File: src/rtl/step_segment_runner.sv
// Pops 128-bit motion records from the record fifo and plays each one out as a
// burst of fixed-width step pulses with a direction setup lead-in.
module step_segment_runner #(
  parameter int WordSize    = 8,
  parameter int RecordWords = 16,
  parameter int CountBits   = 32,
  parameter int PulseWidth  = 4,
  parameter int DirSetup    = 2
) (
  input  logic                            clk,
  input  logic                            rst_n,
  input  logic                            enable,
  input  logic                            abort,
  input  logic                            fifo_empty,
  input  logic [WordSize*RecordWords-1:0] fifo_data,
  output logic                            fifo_read_en,
  output logic                            step,
  output logic                            dir,
  output logic                            busy,
  output logic [CountBits-1:0]            steps_left
);

  localparam int R = WordSize * RecordWords;
  localparam int SetupBits = (DirSetup > 1) ? $clog2(DirSetup) : 1;
  localparam logic [CountBits-1:0] MinPeriod = CountBits'(2 * PulseWidth);
  localparam logic [CountBits-1:0] PulseLen  = CountBits'(PulseWidth);
  localparam logic [SetupBits-1:0] SetupLast = SetupBits'(DirSetup - 1);

  typedef enum logic [1:0] {
    IDLE  = 2'd0,
    SETUP = 2'd1,
    RUN   = 2'd2
  } state_t;

  state_t               state, state_nxt;
  logic [SetupBits-1:0] setup_cnt, setup_nxt;
  logic [CountBits-1:0] phase, phase_nxt, phase_inc;
  logic [CountBits-1:0] period_q, period_nxt;
  logic [CountBits-1:0] left_nxt;
  logic                 step_nxt, dir_nxt;

  logic [CountBits-1:0] rec_count, rec_period, rec_period_eff;
  logic                 rec_dir;
  logic                 unused_reserved;

  assign rec_count      = fifo_data[CountBits-1:0];
  assign rec_period     = fifo_data[2*CountBits-1:CountBits];
  assign rec_dir        = fifo_data[2*CountBits];
  assign unused_reserved = ^fifo_data[R-1:2*CountBits+1];

  // Periods shorter than two pulse widths are stretched so every pulse has a low half.
  assign rec_period_eff = (rec_period < MinPeriod) ? MinPeriod : rec_period;

  assign fifo_read_en = (state == IDLE) && enable && !fifo_empty && !abort;
  assign busy         = (state != IDLE);
  assign phase_inc    = phase + CountBits'(1);

  always_ff @(posedge clk or negedge rst_n) begin
    if (!rst_n) begin
      state      <= IDLE;
      setup_cnt  <= '0;
      phase      <= '0;
      period_q   <= '0;
      steps_left <= '0;
      dir        <= 1'b0;
      step       <= 1'b0;
    end else begin
      state      <= state_nxt;
      setup_cnt  <= setup_nxt;
      phase      <= phase_nxt;
      period_q   <= period_nxt;
      steps_left <= left_nxt;
      dir        <= dir_nxt;
      step       <= step_nxt;
    end
  end

  // step is computed one cycle ahead from the next phase so the output is a clean flop.
  always_comb begin
    state_nxt  = state;
    setup_nxt  = setup_cnt;
    phase_nxt  = phase;
    period_nxt = period_q;
    left_nxt   = steps_left;
    dir_nxt    = dir;
    step_nxt   = 1'b0;

    if (abort) begin
      state_nxt = IDLE;
      setup_nxt = '0;
      phase_nxt = '0;
      left_nxt  = '0;
    end else begin
      case (state)
        IDLE: begin
          left_nxt = '0;
          if (fifo_read_en && (rec_count != '0)) begin
            state_nxt  = SETUP;
            setup_nxt  = '0;
            left_nxt   = rec_count;
            period_nxt = rec_period_eff;
            dir_nxt    = rec_dir;
          end
        end
        SETUP: begin
          if (setup_cnt == SetupLast) begin
            state_nxt = RUN;
            phase_nxt = '0;
            step_nxt  = 1'b1;
          end else begin
            setup_nxt = setup_cnt + SetupBits'(1);
          end
        end
        RUN: begin
          if (phase == period_q - CountBits'(1)) begin
            left_nxt  = steps_left - CountBits'(1);
            phase_nxt = '0;
            if (steps_left == CountBits'(1)) begin
              state_nxt = IDLE;
            end else begin
              step_nxt = 1'b1;
            end
          end else begin
            phase_nxt = phase_inc;
            step_nxt  = (phase_inc < PulseLen);
          end
        end
        default: begin
          state_nxt = IDLE;
          left_nxt  = '0;
        end
      endcase
    end
  end

endmodule

File: config.mk
export PLATFORM = sky130hd
export DESIGN_NAME = step_segment_runner
export DESIGN_NICKNAME = d
export VERILOG_FILES = /design/src/rtl/step_segment_runner.sv
export SDC_FILE = /design/constraint.sdc
export NUM_CORES = 1
export LEC_CHECK = 0
export ABC_CLOCK_PERIOD_IN_PS = 8700
export CAP_MARGIN = 5
export CORE_MARGIN = 1.5
export CORE_UTILIZATION = 30
export CTS_CLUSTER_DIAMETER = 30
export CTS_CLUSTER_SIZE = 40
export DETAILED_ROUTE_END_ITERATION = 10
export RECOVER_POWER = 25
export SYNTH_ARGS = -nofsm -noshare
export SYNTH_HDL_FRONTEND = slang
export SYNTH_SLANG_ARGS = --single-unit
File: constraint.sdc
create_clock -name clk -period 8.7 [get_ports clk]
set_input_delay 0.87 -clock clk [delete_from_list [all_inputs] [get_ports clk]]
set_output_delay 0.87 -clock clk [all_outputs]
set_load 0.005 [all_outputs]
# --- Word-level counts from Yosys, hierarchy flattened ---
# Cells that the tools add are included.
word_totals:
  register_bits: 101
  inputBits: 133
  out_inout_bits: 36
op_classes:
  n_addsub: 4
  order_cmp: 2
  eq_ne: 9
  mux: 24
  n_bitwise: 1
  n_reduce_logical: 16
ops:
  columns: ["operator", "n"]
  rows:
  - ["$mux 32", 7]
  - ["$pmux 32 s3", 1]
  - ["$pmux 32 s2", 1]
  - ["$sub 32x1->32 const B", 2]
  - ["$add 32x1->32 const B", 1]
  - ["$eq 32x1->1 const B", 1]
  - ["$eq 32x32->1", 1]
  - ["$lt 32x3->1 const B", 1]
  - ["$lt 32x4->1 const B", 1]
  - ["$reduce_bool 32->1", 1]
  - ["$mux 2", 5]
  - ["$ne 3x3->1 const B", 3]
  - ["$mux 1", 7]
  - ["$pmux 2 s3", 1]
  - ["$reduce_and 2->1", 3]
  - ["$reduce_bool 3->1", 2]
  - ["$logic_and 1x1->1", 4]
  - ["$pmux 1 s2", 2]
  - ["$reduce_and 4->1", 1]
  - ["$ne 3x2->1 const B", 1]
  - ["$reduce_and 3->1", 1]
  - ["$eq 2x1->1 const B", 1]
  - ["$eq 2x2->1 const B", 1]
  - ["$logic_not 1->1", 2]
  - ["other kinds (5)", 5]

# --- Depth between registers and ports, before layout ---
# Gate-level depths: netlist (run 1).
depth:
  depth_word: 8
  ltp_mapped: 16
  depth_no_buf: 11

# --- Worst setup path after synthesis (run 1) ---
# Ideal clock, no wire load.
synth_path:
  kind: "reg-to-reg"
  from: "register period_q[0]"
  to: "register state[0]"
  setup_ps: 121
  t_arrival_ps: 4028
  required_ps: 8579
  slack_ps: 4551
  path_stages_with_launch: 16
  path_buffers: 4
  period_less_slack_ps: 4149
  path_cell_list: "dfrtp_1 inv_1 ha_1 or4b_1 clkbuf_2 or4_4 buf_6 nor3_4 xnor2_1 or4b_1 or4_1 buf_6 or2_1 buf_6 o311a_1 o22a_1"
synth_via:
  elab_chain_len: 4
synth_lines:
  columns: ["element", "line_no", "text"]
  rows:
  - ["start: declaration", "38", "logic [CountBits-1:0] period_q, period_nxt;"]
  - ["start signal: assignment", "71", "period_q <= period_nxt;"]
  - ["$sub 32x1->32", "115", "if (phase == period_q - CountBits'(1)) begin"]
  - ["$eq 32x32->1", "115", null]
  - ["$ne 3x3->1 (no source line)", null, null]
  - ["$reduce_and 4->1 (no source line)", null, null]
  - ["end signal: assignment", "68", "state <= state_nxt;"]
  - ["end: declaration", "35", "state_t state, state_nxt;"]
# Every way passes these cells.
# A chain may end at the register's enable or synchronous reset.

==> results of run 1 <==
==> cell families after synthesis <==
kind of cell | after synthesis
flops | 101
compound gates | 222
buf+inv | 96
simple gates | 379
xor+xnor | 54
fa+ha+maj | 8
mux | 35
==> final cells by class <==
class | count | area, sq um | area share, %
Timing Repair Buffer | 111 | 1086 | 12.23
Clock buffer | 12 | 256.5 | 2.888
Multi-Input combinational cell | 698 | 4492 | 50.57
Inverter | 25 | 93.84 | 1.056
Tap cell | 324 | 405.4 | 4.564
Clock inverter | 3 | 21.27 | 0.2395
Sequential cell | 101 | 2527 | 28.45
==> routing by layer <==
layer | vias up | track usage, % | part of all wire, % | wire, microns
met5 | - | 0 | 0 | 0
met4 | 0 | 4.758 | 1.6 | 361
met3 | 27 | 3.610 | 6.0 | 1368
met2 | 232 | 28.22 | 45 | 10220
met1 | 3516 | 24.98 | 48 | 10890
li1 | 3447 | - | - | -
==> path summary, 6_finish.rpt <==
kind | startpoint | to | slack, ns
max | rst_n | step | 3.32
min in group asynchronous | rst_n | period_q[10] | 1.01
max in group clk | period_q[0] | phase[22] | 3.35
min | dir | dir | 0.52
max reg2reg | period_q[0] | phase[22] | 3.35
min reg2reg | dir | dir | 0.52
==> where the power goes <==
part           switching, mW  internal (mW)
combinational          0.630          0.473
sequential             0.192          0.588
clock                  0.189          0.209
==> stage by stage <==
stage / util, % / total power, mW / cells / setup WS, ns
2_1_floorplan: - / 1.499 / 895 / 4.551
3_3_place_gp: 35.41 / 1.863 / 1259 / 3.488
3_5_place_dp: 35.41 / 1.875 / 1259 / 3.414
4_1_cts: 36.55 / 2.280 / 1274 / 3.391
5_1_grt: 36.52 / 2.444 / 1274 / 2.107
6_report: 36.52 / 2.281 / 1274 / 3.323
==> state kept, by name, summed over array words and instances (netlist names) <==
| name | count |
|---|---|
| setup_cnt | 1 |
| dir | 1 |
| period_q | 32 |
| steps_left | 32 |
| state | 2 |
| step | 1 |
| phase | 32 |
==> cell usage in the layout (no fill, tap or decap), types with 6 or more instances in the layout <==
cell type | Yosys | routed
or4_1 | 9 | 9
nor3b_1 | 7 | 7
a211oi_1 | 8 | 8
and3_1 | 13 | 13
a22o_1 | 21 | 21
nor2_1 | 72 | 71
nand4_1 | 29 | 29
xnor2_1 | 28 | 28
and2_1 | 6 | 6
nor3_1 | 40 | 40
clkdlybuf4s50_1 | 0 | 104
nand2_1 | 68 | 68
a21oi_1 | 35 | 35
a31oi_1 | 17 | 17
and4_1 | 8 | 8
mux2_2 | 28 | 28
o21ai_0 | 62 | 62
mux2i_1 | 7 | 7
clkbuf_16 | 0 | 9
nand3_1 | 32 | 32
nand2b_1 | 6 | 6
xor2_1 | 26 | 26
ha_1 | 8 | 8
or2_2 | 6 | 6
a22oi_1 | 8 | 8
o22ai_1 | 11 | 11
nor2b_1 | 10 | 10
nor4_1 | 45 | 45
inv_1 | 24 | 24
dfrtp_1 | 101 | 101
==> worst reg2reg max path, cell delays in order, from the launching register on <==
cell and delay (ns):
dfrtp_1 0.41, inv_1 0.08, ha_1 0.19, or4b_1 0.60, nor4_1 0.59, xnor2_1 0.21, nand3_1 0.12, or4b_2 0.64
or4_1 0.79, o21ai_4 0.62, buf_4 0.41, nor2_2 0.27, a31o_2 0.31
==> out/results.ini, run 1 <==
[global_route]
grt.total_usage_pct=17.93
grt_pass1_wl_mm=37.33
grt_pass1_vias=6974
grt_max_degree=78
gr-total-overflow=0
grt_antenna_before_repair=0

[worst_setup_path]
worst_setup_path_end_kind=asynchronous set/reset pin
critPathLaunchType=input port
crit_type=in2async
cp.arrival_ns=4.99
critical_path.top_delay_family=buffers and inverters
r2r_cells=12
crit_fanout=67
path_cells=clkbuf_1 > clkbuf_1
critPathMaxStageDelay_ns=2.71
critical_path_required_ns=8.31
cp_common_cell=clkbuf_1
cp_num_cells=2
cpMaxStageDelayCell=clkbuf_1
crit_buf_inv=2

[final_layout]
drive_gt1_share_pct=6.947
diodes=0
syn2layout_area_growth_pct=19.73
fillCellCount=2463
final_area_sq_um=8882
nNetsFinal=1087

[place]
io_buffers=105
hpwlAfterDp_mm=16.57
dpl-instance-area_sq_um=8612
place.gp.congestion=0.8707

[timing]
min_period_ns=5.377
tightest_slew_ns=3.754
finalHoldViolCount=0
slew-limit-headroom_pct=-150.3
hold_slack_ns=0.5218
drv_slew=104
max_clock_freq_ghz=0.1860
post-route-period-util_pct=61.81
finalClockSkew_ns=0.009063
final-setup-viol-count=0
tns_ns=0
rsz0062_at_grt=no

[logic_synthesis]
synthTopCellsByArea=dfrtp_1, mux2_2, o21ai_0
yosys.area.top_type_share_pct=34.07
synth_area_per_cell_sq_um=8.289
yosysMostFrequentCell=dfrtp_1
syn_inst=895
synthesis.nets=1036
synth_area_leader_cell=dfrtp_1
synth_area_sq_um=7418
synth_xor_area_share_pct=6.375
synth_edf_count=0
ys_types=78
yosys_most_used_dff=dfrtp_1
ys_async_sr_fraction_pct=100.0
synth_top_family_by_area=simple AND/OR/NAND/NOR gates
synth.area.mux_share_pct=5.195
synth_compound_area_share_pct=19.99
synth-simple-area-share_pct=27.59
synth_warnings=0
synth_common_cells=dfrtp_1, nor2_1, nand2_1
seq_area_frac_synth_pct=34.07
synthAdderAreaFrac_pct=1.349
ys_seq_elements=101

[detailed_routing]
drc=0
dr.pass1.iters=5
avgViaCountPerCell=5.669
dr_total_vias=7222
drtAntennaViolNets=0
wl_per_cell_microns=17.93
first_iter_violations=437
wl_mm=22.85

[job]
max-cap-violations=2

[power]
powerDensity_nw_per_um2=256.8
power_leakage_nw=3.390
vdd_drop_max_mv=0.09994

[clock_tree]
cts-buffers-inserted=9
htree_levels=3
cts_sinks=101
root_buffer=clkbuf_16
clk_pin_slew_ns=0.07
clockBufferDepth=2
clk_latency_ns=0.36
hold_buffers=0
cts_setup_buffers=0
cts_tree=done
cts_resized=0

[die]
core_area_sq_um=24320
fp-row-count=57
die_area_sq_um=25680
die_height_microns=160.3
ios=169
die_x_microns=160.3
initial_core_util_pct=30.50

[status]
violations=max-capacitance violations, max-slew violations
status=finished, violations left

[worst_hold_path]
holdPathStages=1
hp-class=reg2reg

(Power assumes the default switching activity.)
==> run 2, diff against run 1 <==
--- a/config.mk
+++ b/config.mk
@@ -5,7 +5,7 @@
 export SDC_FILE = /design/constraint.sdc
 export NUM_CORES = 1
 export LEC_CHECK = 0
-export ABC_CLOCK_PERIOD_IN_PS = 8700
+export ABC_CLOCK_PERIOD_IN_PS = 5000
 export CAP_MARGIN = 5
 export CORE_MARGIN = 1.5
 export CORE_UTILIZATION = 30
==> constraint.sdc (replaced) <==
create_clock -name clk -period 5 [get_ports clk]
set_input_delay 0.5 -clock clk [delete_from_list [all_inputs] [get_ports clk]]
set_output_delay 0.5 -clock clk [all_outputs]
set_load 0.005 [all_outputs]
==> run 2 against run 1 <==
- the flow still finishes with violations (max-capacitance violations, max-slew violations)
- non-clock buffer count up 16
- count of clock-buffer cells in the layout up 1
- clock skew is 0.0026 ns higher
- critical path type is now reg2reg
- highest routed layer unchanged
==> out/results.ini, run 2 (same netlist as run 1, synthesis figures left out) <==
[global_route]
grt_pass1_vias=7018  ; was 6974
grt.total_usage_pct=18.23  ; was 17.93%
grt_max_degree=56  ; was 78
gr-total-overflow=0  ; unchanged
grt_pass1_wl_mm=37.96  ; was 37.33 mm
grt_antenna_before_repair=0  ; unchanged

[worst_setup_path]
r2r_cells=13  ; was 12
path_cells=inv_1 > ha_1 > or4b_1 > or4_4 > nor3_4 > xnor2_1 > or4b_1 > or4_1 > buf_4 > o21ai_4 > buf_4 > nand2_1 > o22ai_1  ; was clkbuf_1 > clkbuf_1
cpMaxStageDelayCell=or4_4  ; was clkbuf_1
critical_path.top_delay_family=simple AND/OR/NAND/NOR gates  ; was buffers and inverters
critPathLaunchType=flop  ; was input port
reg2reg_from=period_q[0]  ; unchanged
crit_buf_inv=3  ; was 2
endpoint=steps_left[14]  ; was step
critical_path_required_ns=5.27  ; was 8.31 ns
crit_type=reg2reg  ; was in2async
worst_setup_path_end_kind=flop  ; was asynchronous set/reset pin
cp.arrival_ns=4.95  ; was 4.99 ns
critPathMaxStageDelay_ns=0.64  ; was 2.71 ns
rrSetupSlack_ns=0.32  ; was 3.35 ns
cp_num_cells=13  ; was 2
critPathLaunch=period_q[0]  ; was rst_n
rr_endpoint=steps_left[14]  ; was phase[22]
crit_fanout=13  ; was 67

[timing]
setup_ws_ns=0.3230  ; was 3.323 ns
drv_slew=56  ; was 104
finalClockSkew_ns=0.01171  ; was 0.009063 ns
tightest_slew_ns=2.965  ; was 3.754 ns
rsz0062_at_grt=no  ; unchanged
max_clock_freq_ghz=0.2138
final-setup-viol-count=0  ; unchanged
finalHoldViolCount=0  ; unchanged
min_period_ns=4.677
tns_ns=0  ; unchanged
post-route-period-util_pct=93.54
slew-limit-headroom_pct=-97.67  ; was -150.3%

[place]
pre_cts_ws_ns=0.3893  ; was 3.414 ns
place.gp.congestion=0.8850  ; was 0.8707
dpl.cell_count=1275  ; was 1259
hpwlAfterDp_mm=16.97  ; was 16.57 mm
io_buffers=105  ; unchanged
dpl-instance-area_sq_um=8742  ; was 8612 sq um

[clock_tree]
cts_resized=0  ; unchanged
cts-buffers-inserted=9  ; unchanged
cts_tree=done  ; unchanged
clk_latency_ns=0.36  ; about the same
clk_pin_slew_ns=0.07  ; about the same
clockBufferDepth=2  ; unchanged
cts_sinks=101  ; unchanged
cts_setup_buffers=0  ; unchanged
root_buffer=clkbuf_16  ; unchanged
htree_levels=3  ; unchanged
hold_buffers=0  ; unchanged

[power]
comb_power_share_pct=48.1  ; was 48.3%
p_int_mw=2.319  ; was 1.270 mW
p_sw_mw=1.769  ; was 1.011 mW
power_frac_clock_pct=19.0  ; was 17.4%
vdd_drop_max_mv=0.2076  ; was 0.09994 mV
powerDensity_nw_per_um2=452.0  ; was 256.8 nW/um^2
p_sw_share_pct=43.28  ; was 44.33%
power_leakage_nw=3.486  ; was 3.390 nW
p_seq_share_pct=32.9  ; was 34.2%

[final_layout]
final_area_sq_um=9045  ; was 8882 sq um
drive_gt1_share_pct=8.273  ; was 6.947%
layout_commonest_cell=clkdlybuf4s50_1  ; unchanged
nNetsFinal=1103  ; was 1087
final-instance-count-excl-fill=1291  ; was 1274
final_util_pct=37.19  ; was 36.52%
final_cell_mix=clkdlybuf4s50_1, dfrtp_1, nor2_1, nand2_1, o21ai_0  ; unchanged
reg_top3=period_q (32), phase (32), steps_left (32)  ; unchanged
diodes=0  ; unchanged
syn2layout_area_growth_pct=21.93  ; was 19.73%

[die]
die_area_sq_um=25680  ; unchanged
die_height_microns=160.3  ; unchanged
initial_core_util_pct=30.50  ; unchanged
ios=169  ; unchanged
die_x_microns=160.3  ; unchanged
fp-row-count=57  ; unchanged
core_area_sq_um=24320  ; unchanged

[detailed_routing]
wl_per_cell_microns=17.97  ; was 17.93 microns
first_iter_violations=547  ; was 437
dr_total_vias=7295  ; was 7222
drtAntennaViolNets=0  ; unchanged
drc=0  ; unchanged
dr.pass1.iters=5  ; unchanged
avgViaCountPerCell=5.651  ; was 5.669
wl_mm=23.20  ; was 22.85 mm

[worst_hold_path]
hp-class=reg2reg  ; unchanged

[job]
max-cap-violations=1  ; was 2

[status]
violations=max-capacitance violations, max-slew violations  ; unchanged
status=finished, violations left  ; unchanged

==> run 2: cell types whose count changed in the layout (fill, tap and decap cells not counted) <==
cell | before | now
clkbuf_2 | 0 | 1
clkbuf_1 | 3 | 5
clkinv_4 | 1 | 0
clkinv_2 | 1 | 0
clkbuf_8 | 2 | 0
buf_12 | 0 | 1
clkinvlp_4 | 1 | 0
buf_4 | 5 | 20
bufinv_16 | 0 | 2
nor2_1 | 71 | 72
nor2_2 | 1 | 0
inv_6 | 0 | 1
==> run 2: power groups by stage <==
stage | sequential (mW) | combinational, mW | clock [mW]
3_3_place_gp | 1.35 | 1.93 | 0
6_report | 1.35 | 1.97 | 0.776
3_5_place_dp | 1.35 | 1.95 | 0
2_1_floorplan | 1.25 | 1.36 | 0
4_1_cts | 1.34 | 1.96 | 0.789
5_1_grt | 1.39 | 2.18 | 0.821
==> run 2: worst reg2reg max path: stages (launching register included) <==
cell and delay [ns]:
dfrtp_1 0.41, inv_1 0.08, ha_1 0.19, or4b_1 0.59
or4_4 0.64, nor3_4 0.14, xnor2_1 0.10, or4b_1 0.53
or4_1 0.62, buf_4 0.24, o21ai_4 0.19, buf_4 0.22
nand2_1 0.35, o22ai_1 0.30
==> run 2: area by class of cell <==
type,count,area [sq um]
clock buffers,13,240.2
clock inverters,3,68.82
fillers,2492,15270
inverters,25,93.84
multi-input cells,698,4489
flip-flops and latches,101,2527
well taps,324,405.4
repair buffers,127,1220
==> run 2: worst min path at each step <==
stage	start	to	slack, ns	cells past startpoint
2_1_floorplan	rst_n	dir	0.20	0
3_3_place_gp	dir	dir	0.50	1
3_5_place_dp	dir	dir	0.50	1
4_1_cts	rst_n	period_q[2]	0.22	1
5_1_grt	dir	dir	0.54	1
6_report	dir	dir	0.51	1
==> run 2: routing by layer <==
layer	global-route usage, %	part of all wire [%]	up-vias
met1	25.35	47	3541
met2	28.95	46	238
met4	3.823	1.3	0
met5	0	0	-
met3	4.000	6.1	31
li1	-	-	3485
==> run 2: through the flow <==
stage	hold WS, ns	power (mW)
after floorplan	0.2044	2.608
after global placement	0.4963	3.280
after detailed placement	0.4999	3.297
after CTS	0.2181	4.089
after global routing	0.5425	4.392
final	0.5130	4.088
==> run 3, diff against run 2 <==
--- a/config.mk
+++ b/config.mk
@@ -5,6 +5,7 @@
 export SDC_FILE = /design/constraint.sdc
 export NUM_CORES = 1
 export LEC_CHECK = 0
+export ABC_AREA = 0
 export ABC_CLOCK_PERIOD_IN_PS = 5000
 export CAP_MARGIN = 5
 export CORE_MARGIN = 1.5
@@ -13,6 +14,7 @@
 export CTS_CLUSTER_SIZE = 40
 export DETAILED_ROUTE_END_ITERATION = 10
 export RECOVER_POWER = 25
+export SETUP_SLACK_MARGIN = 0.15
 export SYNTH_ARGS = -nofsm -noshare
 export SYNTH_HDL_FRONTEND = slang
 export SYNTH_SLANG_ARGS = --single-unit
==> run 3 against run 2 <==
- the run still ends with max-capacitance violations, max-slew violations left
- final area barely moved
- register-to-register slack improved by 0.11 ns
- first-iteration DRC count fell by 0.18%
- sequential share of layout area barely moved
- flip-flop and latch count did not move
- count of clock-buffer cells in the layout did not move
- fmax rose by 2.5%
==> out/results.ini, run 3 (same netlist as run 1, synthesis figures left out) <==
[timing]
max_clock_freq_ghz=0.2191  ; was 0.2138 GHz
slew-limit-headroom_pct=-97.29  ; was -97.67%
post-route-period-util_pct=91.29  ; was 93.54%
rsz0062_at_grt=no  ; unchanged
drv_slew=56  ; unchanged
finalClockSkew_ns=0.01194  ; was 0.01171 ns
tns_ns=0  ; unchanged
tightest_slew_ns=2.959  ; was 2.965 ns
setup_ws_ns=0.4357  ; was 0.3230 ns
min_period_ns=4.564  ; was 4.677 ns
final-setup-viol-count=0  ; unchanged
finalHoldViolCount=0  ; unchanged

[place]
io_buffers=105  ; unchanged
place.gp.congestion=0.8850  ; unchanged
hpwlAfterDp_mm=16.97  ; unchanged
pre_cts_ws_ns=0.3893  ; unchanged
dpl-instance-area_sq_um=8742  ; unchanged
dpl.cell_count=1275  ; unchanged

[detailed_routing]
dr.pass1.iters=5  ; unchanged
drtAntennaViolNets=0  ; unchanged
wl_mm=23.21  ; was 23.20 mm
drc=0  ; unchanged
wl_per_cell_microns=17.98  ; was 17.97 microns
avgViaCountPerCell=5.635  ; was 5.651
dr_total_vias=7275  ; was 7295
first_iter_violations=546  ; was 547

[die]
die_x_microns=160.3  ; unchanged
core_area_sq_um=24320  ; unchanged
fp-row-count=57  ; unchanged
initial_core_util_pct=30.50  ; unchanged
die_area_sq_um=25680  ; unchanged
die_height_microns=160.3  ; unchanged
ios=169  ; unchanged

[global_route]
grt_pass1_vias=7018  ; unchanged
gr-total-overflow=0  ; unchanged
grt_max_degree=56  ; unchanged
grt.total_usage_pct=18.23  ; unchanged
grt_pass1_wl_mm=37.96  ; unchanged
grt_antenna_before_repair=0  ; unchanged

[power]
powerDensity_nw_per_um2=452.3  ; was 452.0 nW/um^2
vdd_drop_max_mv=0.2076  ; about the same
power_leakage_nw=3.486  ; about the same

[clock_tree]
cts_tree=done  ; unchanged
clockBufferDepth=2  ; unchanged
hold_buffers=0  ; unchanged
cts_resized=0  ; unchanged
cts_setup_buffers=0  ; unchanged
htree_levels=3  ; unchanged
clk_latency_ns=0.36  ; about the same
cts-buffers-inserted=9  ; unchanged
cts_sinks=101  ; unchanged
root_buffer=clkbuf_16  ; unchanged
clk_pin_slew_ns=0.07  ; about the same

[worst_setup_path]
crit_type=reg2reg  ; unchanged
cp.arrival_ns=4.80  ; was 4.95 ns
worst_setup_path_end_kind=flop  ; unchanged
critical_path_required_ns=5.23  ; was 5.27 ns
r2r_cells=12  ; was 13
rrSetupSlack_ns=0.44  ; was 0.32 ns
critPathLaunchType=flop  ; unchanged
crit_fanout=13  ; unchanged

[status]
violations=max-capacitance violations, max-slew violations  ; unchanged
status=finished, violations left  ; unchanged

[final_layout]
final_cell_mix=clkdlybuf4s50_1, dfrtp_1, nor2_1, nand2_1, o21ai_0  ; unchanged
final-instance-count-excl-fill=1291  ; unchanged
syn2layout_area_growth_pct=21.96  ; was 21.93%
diodes=0  ; unchanged
reg_top3=period_q (32), phase (32), steps_left (32)  ; unchanged
drive_gt1_share_pct=8.376  ; was 8.273%
layout_commonest_cell=clkdlybuf4s50_1  ; unchanged
nNetsFinal=1103  ; unchanged
final_area_sq_um=9047  ; was 9045 sq um

[worst_hold_path]
hp-class=reg2reg  ; unchanged
holdPathStages=1  ; unchanged

[job]
max-cap-violations=1  ; unchanged

-- run 3: critical path: stages, from the launching register on --
cell     delay (ns)
dfrtp_1        0.41
inv_1          0.08
ha_1           0.19
or4b_1         0.59
or4_4          0.64
nor3_4         0.14
xnor2_1        0.10
or4b_1         0.53
or4_1          0.62
or2_1          0.52
buf_4          0.26
nor4_1         0.24
o22ai_1        0.11
-- run 3: area by class of cell --
cell class / count / area [sq um]
clock buffers: 13 / 240.2
clock inverters: 3 / 68.82
fillers: 2495 / 15270
inverters: 25 / 93.84
multi-input cells: 698 / 4492
flip-flops and latches: 101 / 2527
well taps: 324 / 405.4
repair buffers: 127 / 1220
-- run 3: per-stage QoR --
stage                     power, mW  hold WS [ns]  utilization [%]
final                         4.093        0.5130            37.20
after global routing          4.393        0.5425            37.20
after CTS                     4.089        0.2181            37.22
after detailed placement      3.297        0.4999            35.95
after global placement        3.280        0.4963            35.95
after floorplan               2.608        0.2044                -
-- run 3: per-layer routing --
layer  vias up  share of wire (%)  GRT usage, %
met5         -                  0             0
met4         0                1.2         3.823
met3        31                6.0         4.000
met2       232                 45         28.95
met1      3526                 47         25.35
li1       3486                  -             -
-- run 3: path summary, 6_finish.rpt --
check                             from            end
max reg2reg                period_q[0]  steps_left[8]
max in group asynchronous        rst_n      phase[19]
min in group asynchronous        rst_n    period_q[2]
min                                dir            dir
min reg2reg                        dir            dir
max                        period_q[0]  steps_left[8]
-- run 3: report_power, final --
| group | switching (mW) | internal (mW) |
|---|---|---|
| registers | 0.323 | 1.02 |
| logic | 1.12 | 0.853 |
| clock network | 0.333 | 0.443 |
